[src/rtl/jt49_cmd_pkg.sv]
// Shared definitions for the jt49 command player: opcodes, command word
// field offsets and the sequencer state encoding.
package jt49_cmd_pkg;

    localparam logic [3:0] OP_END  = 4'hE;
    localparam logic [3:0] OP_WAIT = 4'hF;

    // Command word layout: {chip, op[3:0], data[7:0]}
    localparam int DATA_LSB = 0;
    localparam int OP_LSB   = 8;
    localparam int CHIP_LSB = 12;

    typedef enum logic [2:0] {
        ST_IDLE,
        ST_FETCH,
        ST_DECODE,
        ST_STROBE,
        ST_WAIT,
        ST_ADV
    } state_t;

    function automatic logic is_write(input logic [3:0] op);
        return op < OP_END;
    endfunction

endpackage

[src/rtl/jt49_cmd_mem.sv]
// Command memory: one synchronous write port, one registered read port.
// The array has no reset so its contents survive a sequencer reset.
module jt49_cmd_mem #(
    parameter int DEPTH = 64,
    parameter int AW    = 6,
    parameter int CW    = 13
) (
    input  logic          clk,
    input  logic          we,
    input  logic [AW-1:0] wr_addr,
    input  logic [CW-1:0] wr_data,
    input  logic          re,
    input  logic [AW-1:0] rd_addr,
    output logic [CW-1:0] rd_data
);

    logic [CW-1:0] mem [DEPTH];

    always_ff @(posedge clk) begin
        if (we) begin
            mem[wr_addr] <= wr_data;
        end
        if (re) begin
            rd_data <= mem[rd_addr];
        end
    end

endmodule

[src/rtl/jt49_cmd_player.sv]
// Replays a loadable list of PSG register writes and timed waits into one or
// more jt49 write ports, advancing only on the PSG clock enable.
module jt49_cmd_player
    import jt49_cmd_pkg::*;
#(
    parameter int DEPTH      = 64,
    parameter int NCHIP      = 1,
    parameter int WAIT_SHIFT = 8,
    localparam int AW        = $clog2(DEPTH),
    localparam int CHW       = (NCHIP > 1) ? $clog2(NCHIP) : 1,
    localparam int CW        = 12 + CHW
) (
    input  logic             clk,
    input  logic             rst_n,
    input  logic             cen,
    input  logic             start,
    input  logic             abort,
    input  logic             prog_we,
    input  logic [AW-1:0]    prog_addr,
    input  logic [CW-1:0]    prog_data,
    output logic             busy,
    output logic             done,
    output logic [AW-1:0]    cmd_ptr,
    output logic [3:0]       addr,
    output logic [7:0]       din,
    output logic             wr_n,
    output logic [NCHIP-1:0] cs_n
);

    localparam int CNTW = 8 + WAIT_SHIFT;
    localparam logic [CHW:0] NCHIP_W = (CHW+1)'(NCHIP);

    state_t          state, state_nx;
    logic [AW-1:0]   cmd_ptr_nx;
    logic [3:0]      addr_nx;
    logic [7:0]      din_nx;
    logic            wr_n_nx;
    logic [NCHIP-1:0] cs_n_nx;
    logic            done_nx;
    logic [CNTW-1:0] cnt, cnt_nx;
    logic            pend, pend_nx;

    logic [CW-1:0]    cmd;
    logic [CHW-1:0]   cmd_chip;
    logic [3:0]       cmd_op;
    logic [7:0]       cmd_data;
    logic [NCHIP-1:0] chip_sel;
    logic             chip_ok;
    logic             in_idle;
    logic             go;

    assign in_idle  = (state == ST_IDLE);
    assign busy     = !in_idle;
    assign cmd_chip = cmd[CHIP_LSB +: CHW];
    assign cmd_op   = cmd[OP_LSB +: 4];
    assign cmd_data = cmd[DATA_LSB +: 8];
    assign chip_ok  = {1'b0, cmd_chip} < NCHIP_W;
    assign go       = in_idle && cen && !abort && (start || pend);

    // Program writes are only honoured while the sequencer is idle.
    jt49_cmd_mem #(
        .DEPTH (DEPTH),
        .AW    (AW),
        .CW    (CW)
    ) u_mem (
        .clk     (clk),
        .we      (prog_we && in_idle),
        .wr_addr (prog_addr),
        .wr_data (prog_data),
        .re      (cen && (state == ST_FETCH)),
        .rd_addr (cmd_ptr),
        .rd_data (cmd)
    );

    always_comb begin
        chip_sel = '1;
        for (int i = 0; i < NCHIP; i++) begin
            if (cmd_chip == CHW'(i)) begin
                chip_sel[i] = 1'b0;
            end
        end
    end

    always_ff @(posedge clk or negedge rst_n) begin
        if (!rst_n) begin
            state   <= ST_IDLE;
            cmd_ptr <= '0;
            addr    <= '0;
            din     <= '0;
            wr_n    <= 1'b1;
            cs_n    <= '1;
            done    <= 1'b0;
            cnt     <= '0;
            pend    <= 1'b0;
        end else begin
            state   <= state_nx;
            cmd_ptr <= cmd_ptr_nx;
            addr    <= addr_nx;
            din     <= din_nx;
            wr_n    <= wr_n_nx;
            cs_n    <= cs_n_nx;
            done    <= done_nx;
            cnt     <= cnt_nx;
            pend    <= pend_nx;
        end
    end

    always_comb begin
        state_nx   = state;
        cmd_ptr_nx = cmd_ptr;
        addr_nx    = addr;
        din_nx     = din;
        wr_n_nx    = wr_n;
        cs_n_nx    = cs_n;
        done_nx    = done;
        cnt_nx     = cnt;
        pend_nx    = pend || (start && in_idle);

        if (abort) begin
            state_nx = ST_IDLE;
            wr_n_nx  = 1'b1;
            cs_n_nx  = '1;
            done_nx  = 1'b0;
            pend_nx  = 1'b0;
        end else if (cen) begin
            unique case (state)
                ST_IDLE: begin
                    if (go) begin
                        cmd_ptr_nx = '0;
                        done_nx    = 1'b0;
                        pend_nx    = 1'b0;
                        state_nx   = ST_FETCH;
                    end
                end
                ST_FETCH: state_nx = ST_DECODE;
                ST_DECODE: begin
                    if (is_write(cmd_op)) begin
                        if (chip_ok) begin
                            addr_nx  = cmd_op;
                            din_nx   = cmd_data;
                            wr_n_nx  = 1'b0;
                            cs_n_nx  = chip_sel;
                            state_nx = ST_STROBE;
                        end else begin
                            state_nx = ST_ADV;
                        end
                    end else if (cmd_op == OP_WAIT) begin
                        cnt_nx   = CNTW'(cmd_data) << WAIT_SHIFT;
                        state_nx = ST_WAIT;
                    end else if (cmd_data[0]) begin
                        cmd_ptr_nx = '0;
                        state_nx   = ST_FETCH;
                    end else begin
                        done_nx  = 1'b1;
                        state_nx = ST_IDLE;
                    end
                end
                ST_STROBE: begin
                    wr_n_nx  = 1'b1;
                    state_nx = ST_ADV;
                end
                ST_WAIT: begin
                    if (cnt == '0) begin
                        state_nx = ST_ADV;
                    end else begin
                        cnt_nx = cnt - 1'b1;
                    end
                end
                ST_ADV: begin
                    // Chip select is released one cen after wr_n rises.
                    cs_n_nx = '1;
                    if (cmd_ptr == AW'(DEPTH - 1)) begin
                        done_nx  = 1'b1;
                        state_nx = ST_IDLE;
                    end else begin
                        cmd_ptr_nx = cmd_ptr + 1'b1;
                        state_nx   = ST_FETCH;
                    end
                end
                default: state_nx = ST_IDLE;
            endcase
        end
    end

endmodule

[config.mk]
export PLATFORM = sky130hd
export DESIGN_NAME = jt49_cmd_player
export DESIGN_NICKNAME = d
export VERILOG_FILES = /design/src/rtl/jt49_cmd_pkg.sv /design/src/rtl/jt49_cmd_mem.sv /design/src/rtl/jt49_cmd_player.sv
export SDC_FILE = /design/constraint.sdc
export NUM_CORES = 1
export LEC_CHECK = 0
export ABC_CLOCK_PERIOD_IN_PS = 5400
export BUFFER_PORTS_ARGS = -buffer_cell sky130_fd_sc_hd__buf_2
export CORE_MARGIN = 3
export CORE_UTILIZATION = 50
export DETAILED_ROUTE_END_ITERATION = 8
export GPL_ROUTABILITY_DRIVEN = 0
export GPL_TIMING_DRIVEN = 0
export PLACE_DENSITY = 0.66
export SLEW_MARGIN = 25
export SYNTH_ARGS = -nofsm -noshare
export SYNTH_HDL_FRONTEND = slang
export SYNTH_SLANG_ARGS = --single-unit
[constraint.sdc]
create_clock -name clk -period 5.4 [get_ports clk]
set_clock_uncertainty 0.1 [all_clocks]
set_input_delay 0.81 -clock clk [delete_from_list [all_inputs] [get_ports clk]]
set_output_delay 0.81 -clock clk [all_outputs]
set_load 0.03 [all_outputs]
==> metrics.md <==
| Metric | Value |
|---|---|
| Via Count | 18300 |
| Root buf cell | clkbuf_16 |
| #FFs+latches synth | 886 |
| Drt first pass iters | 7 |
| Worst EP arrival | 4.22 ns |
| CORE AREA | 68800 µm² |
| # rows | 96 |
| Overflow after GRT | 0 |
| Synth Area per Inst | 20.0 µm² |
| Synth warnings | 0 |
| Full die area | 72900 µm² |
| Dpl cells | 2720 |
| # DRC | 0 |
| Required @ worst endpoint | 5.63 ns |
| First-pass GRT wire length | 130 mm |
| P_leak | 12.0 nW |
| Avg Vias per Cell | 6.34 |
| Io pins | 47 |
| Fmax | 251 MHz |
| Setup violators final | 0 |
| Initial core utilization | 50.7% |
| Tcrit/Tclk final | 73.8% |
| Detail Placement HPWL | 57.7 mm |
| Library cells used by synthesis | 72 |
| Largest net degree at the start of global routing | 65 |
| Hold slack final | 0.0464 ns |
| GRT Total Usage | 25.0% |
| Die Wd | 270 µm |
| Pwr per Cell Area | 357 nW/µm² |
| Clk slew on worst S/H paths | 0.06 ns |
| Antenna Nets Post-Route | 0 |
| Ratio of cells with drive above 1 in the final layout | 25.1% |
| Register area share after synthesis | 75.7% |
| Slew Viols, Final | 0 |
| Synth Instances | 1742 |
| Initial antenna violation count | 6 |
| Cts hold-fix bufs | 0 |
| Startpoint Class | flop |
| DP Worst Slack | 1.46 ns |
| Average wire per standard cell | 31.5 µm |
| Postcts setup bufs | 0 |
| CTS sink cnt | 886 |
| Fin util | 57.1% |
| TritonCTS clock tree | built |
| Fin cells | 2881 |
| Worst-Margin Slew | 1.13 ns |
| Period minus WS final | 3.98 ns |
| Cts bufs inserted | 89 |
| Slew headroom | 24.8% |
| Post-synth top area cell | edfxtp_1 |
| Number of synthesized flops with an enable pin | 845 |
| Post-CTS Resized | 0 |
| DRT iter0 DRCs | 2579 |
| Layout filler cell count | 5035 |
| CTS max path bufs | 3 |
| Multi-input logic area | 7970 µm² |
| RSZ-0062 raised after global routing | false |
| Die H | 270 µm |
| Area Overhead vs Synth | 12.7% |
| Main synth FF type | edfxtp_1 |
| Worst-path maximum fanout | 10 |
| Worst-skew pair later-pin latency | 0.65 ns |
| Max-Cap Viols | 0 |
| Asr flop ratio synth | 4.63% |
| Synthesized area | 34900 µm² |
| Register area | 26400 µm² |
| Setup WS post-layout | 1.42 ns |
| Vias in the first global route | 17900 |
| Synth top area share | 72.8% |
| Final setup TNS | 0 ns |
| Peak VDD IR | 0.228 mV |
| Nets | 1907 |
| Min-Delay Path Class | primary input to async pin |
| CP Class | flop to flop |
| Hold Vio Cnt, Final | 0 |
| Setup crit end kind | flop |
| Syn_nets | 1769 |
| Routed wire length | 90.6 mm |
| Htree depth | 3 |
| Port bufs | 43 |
| Status | completed |
| Synth top area cells | edfxtp_1 (73%), mux4_2 (10%), mux2i_1 (3.4%) |
synthesized netlist by cell type (11+ instances only):
cell type  count
nor2_1       104
mux2i_1      118
mux2_2        27
a211oi_1      15
o221ai_1      24
nand3_1       13
a22o_1        11
nor2b_1       15
a21oi_1       32
clkbuf_1      31
nand2_1       45
o21ai_0       19
a221oi_1      11
dfrtp_1       39
o22ai_1       29
mux4_2       161
edfxtp_1     845
buf_6         17
buf_2         25
a2111oi_0     15
final timing paths:
check	startpoint	end	slack [ns]	depth (start not counted)
setup reg to reg	cmd_ptr[1]$_DFFE_PN0P_	u_mem.rd_data[2]$_DFFE_PP_	1.42	8
min in group clk	abort	pend$_DFF_PN0_	0.32	2
max in group asynchronous	rst_n	cnt[7]$_DFFE_PN0P_	4.78	1
hold reg to reg	din[0]$_DFFE_PN0P_	din[0]$_DFFE_PN0P_	0.38	2
setup / recovery	cmd_ptr[1]$_DFFE_PN0P_	u_mem.rd_data[2]$_DFFE_PP_	1.42	8
hold / removal	rst_n	cmd_ptr[2]$_DFFE_PN0P_	0.05	1
power by group:
part	internal (mW)	total [mW]	leakage [nW]	switching [mW]
registers	7.60	7.64	8.15	0.0380
clock network	3.40	5.94	1.36	2.54
logic	0.115	0.449	2.52	0.334
metrics by stage:
step / cell area, µm² / power, mW
after global routing: 39300 / 14.4
after detailed placement: 36500 / 8.23
final: 39300 / 14.0
after floorplan: 34900 / 7.99
after global placement: 36200 / 8.20
after CTS: 39300 / 14.1
state kept, by name (all words and copies together), names as in the netlist:
name / flops
addr: 4
cmd_ptr: 6
cnt: 16
cs_n: 1
din: 8
done: 1
pend: 1
state: 3
u_mem.mem: 832
u_mem.rd_data: 13
wr_n: 1
routing by layer:
metal  GRT usage [%]  wire length [µm]  up-vias  part of all wire [%]
met4            8.31              2800        6                   3.1
met5               0                41        -                 0.045
met1            35.3             35900     9628                    40
met2            38.8             42400      978                    47
li1                -                 -     7502                     -
met3            5.90              9420      164                    10
cell families (layout without fill, tap and decap cells):
| group | after synthesis | count (layout) | synth area share [%] |
|---|---|---|---|
| muxes | 306 | 306 | 14.7 |
| AOI/OAI and AO/OA | 202 | 202 | 4.17 |
| xor gates and xnor gates | 3 | 3 | 0.0754 |
| other | 0 | 3 | 0 |
| buffers and inverters | 103 | 308 | 1.92 |
| and+or+nand+nor | 240 | 240 | 3.37 |
| adders and majority gates | 2 | 2 | 0.0718 |
| DFF | 886 | 886 | 75.7 |
placed cells by master, fill, tap and decap left out, types with 9 or more instances in the layout:
| cell type | count |
|---|---|
| edfxtp_1 | 845 |
| mux4_2 | 161 |
| mux2i_1 | 118 |
| clkbuf_16 | 92 |
| nor2_2 | 65 |
| buf_2 | 55 |
| clkbuf_1 | 51 |
| nand2_1 | 45 |
| nor2_1 | 40 |
| dfrtp_1 | 39 |
| a21oi_1 | 32 |
| o22ai_1 | 29 |
| mux2_2 | 27 |
| o221ai_1 | 24 |
| buf_4 | 20 |
| clkinv_1 | 20 |
| o21ai_0 | 19 |
| buf_6 | 18 |
| nor2b_1 | 15 |
| a211oi_1 | 15 |
| nand3_1 | 13 |
| a22o_1 | 11 |
| a2111oi_0 | 11 |
| a221oi_1 | 11 |
| clkinv_2 | 10 |
| a22oi_1 | 9 |
| nor3_1 | 9 |
| nor4_1 | 9 |
layout make-up:
| type | instances | area share (%) |
|---|---|---|
| multi-input cells | 753 | 20.3 |
| clock buffers | 116 | 6.16 |
| flip-flops and latches | 886 | 67.2 |
| plain buffers | 95 | 1.62 |
| well taps | 931 | 2.96 |
| clock inverters | 42 | 0.933 |
| repair buffers | 47 | 0.755 |
| inverters | 8 | 0.0764 |
| diodes | 3 | 0.0191 |
critical path, stage by stage (launching register included):
cell and delay (ns):
dfrtp_1 0.41, buf_2 0.24, buf_2 0.39, buf_2 0.50
nand2_1 0.18, clkbuf_1 0.37, o221ai_1 0.45, a221oi_1 0.19
nor4_1 0.82
Power figures use the tool's default switching activity.
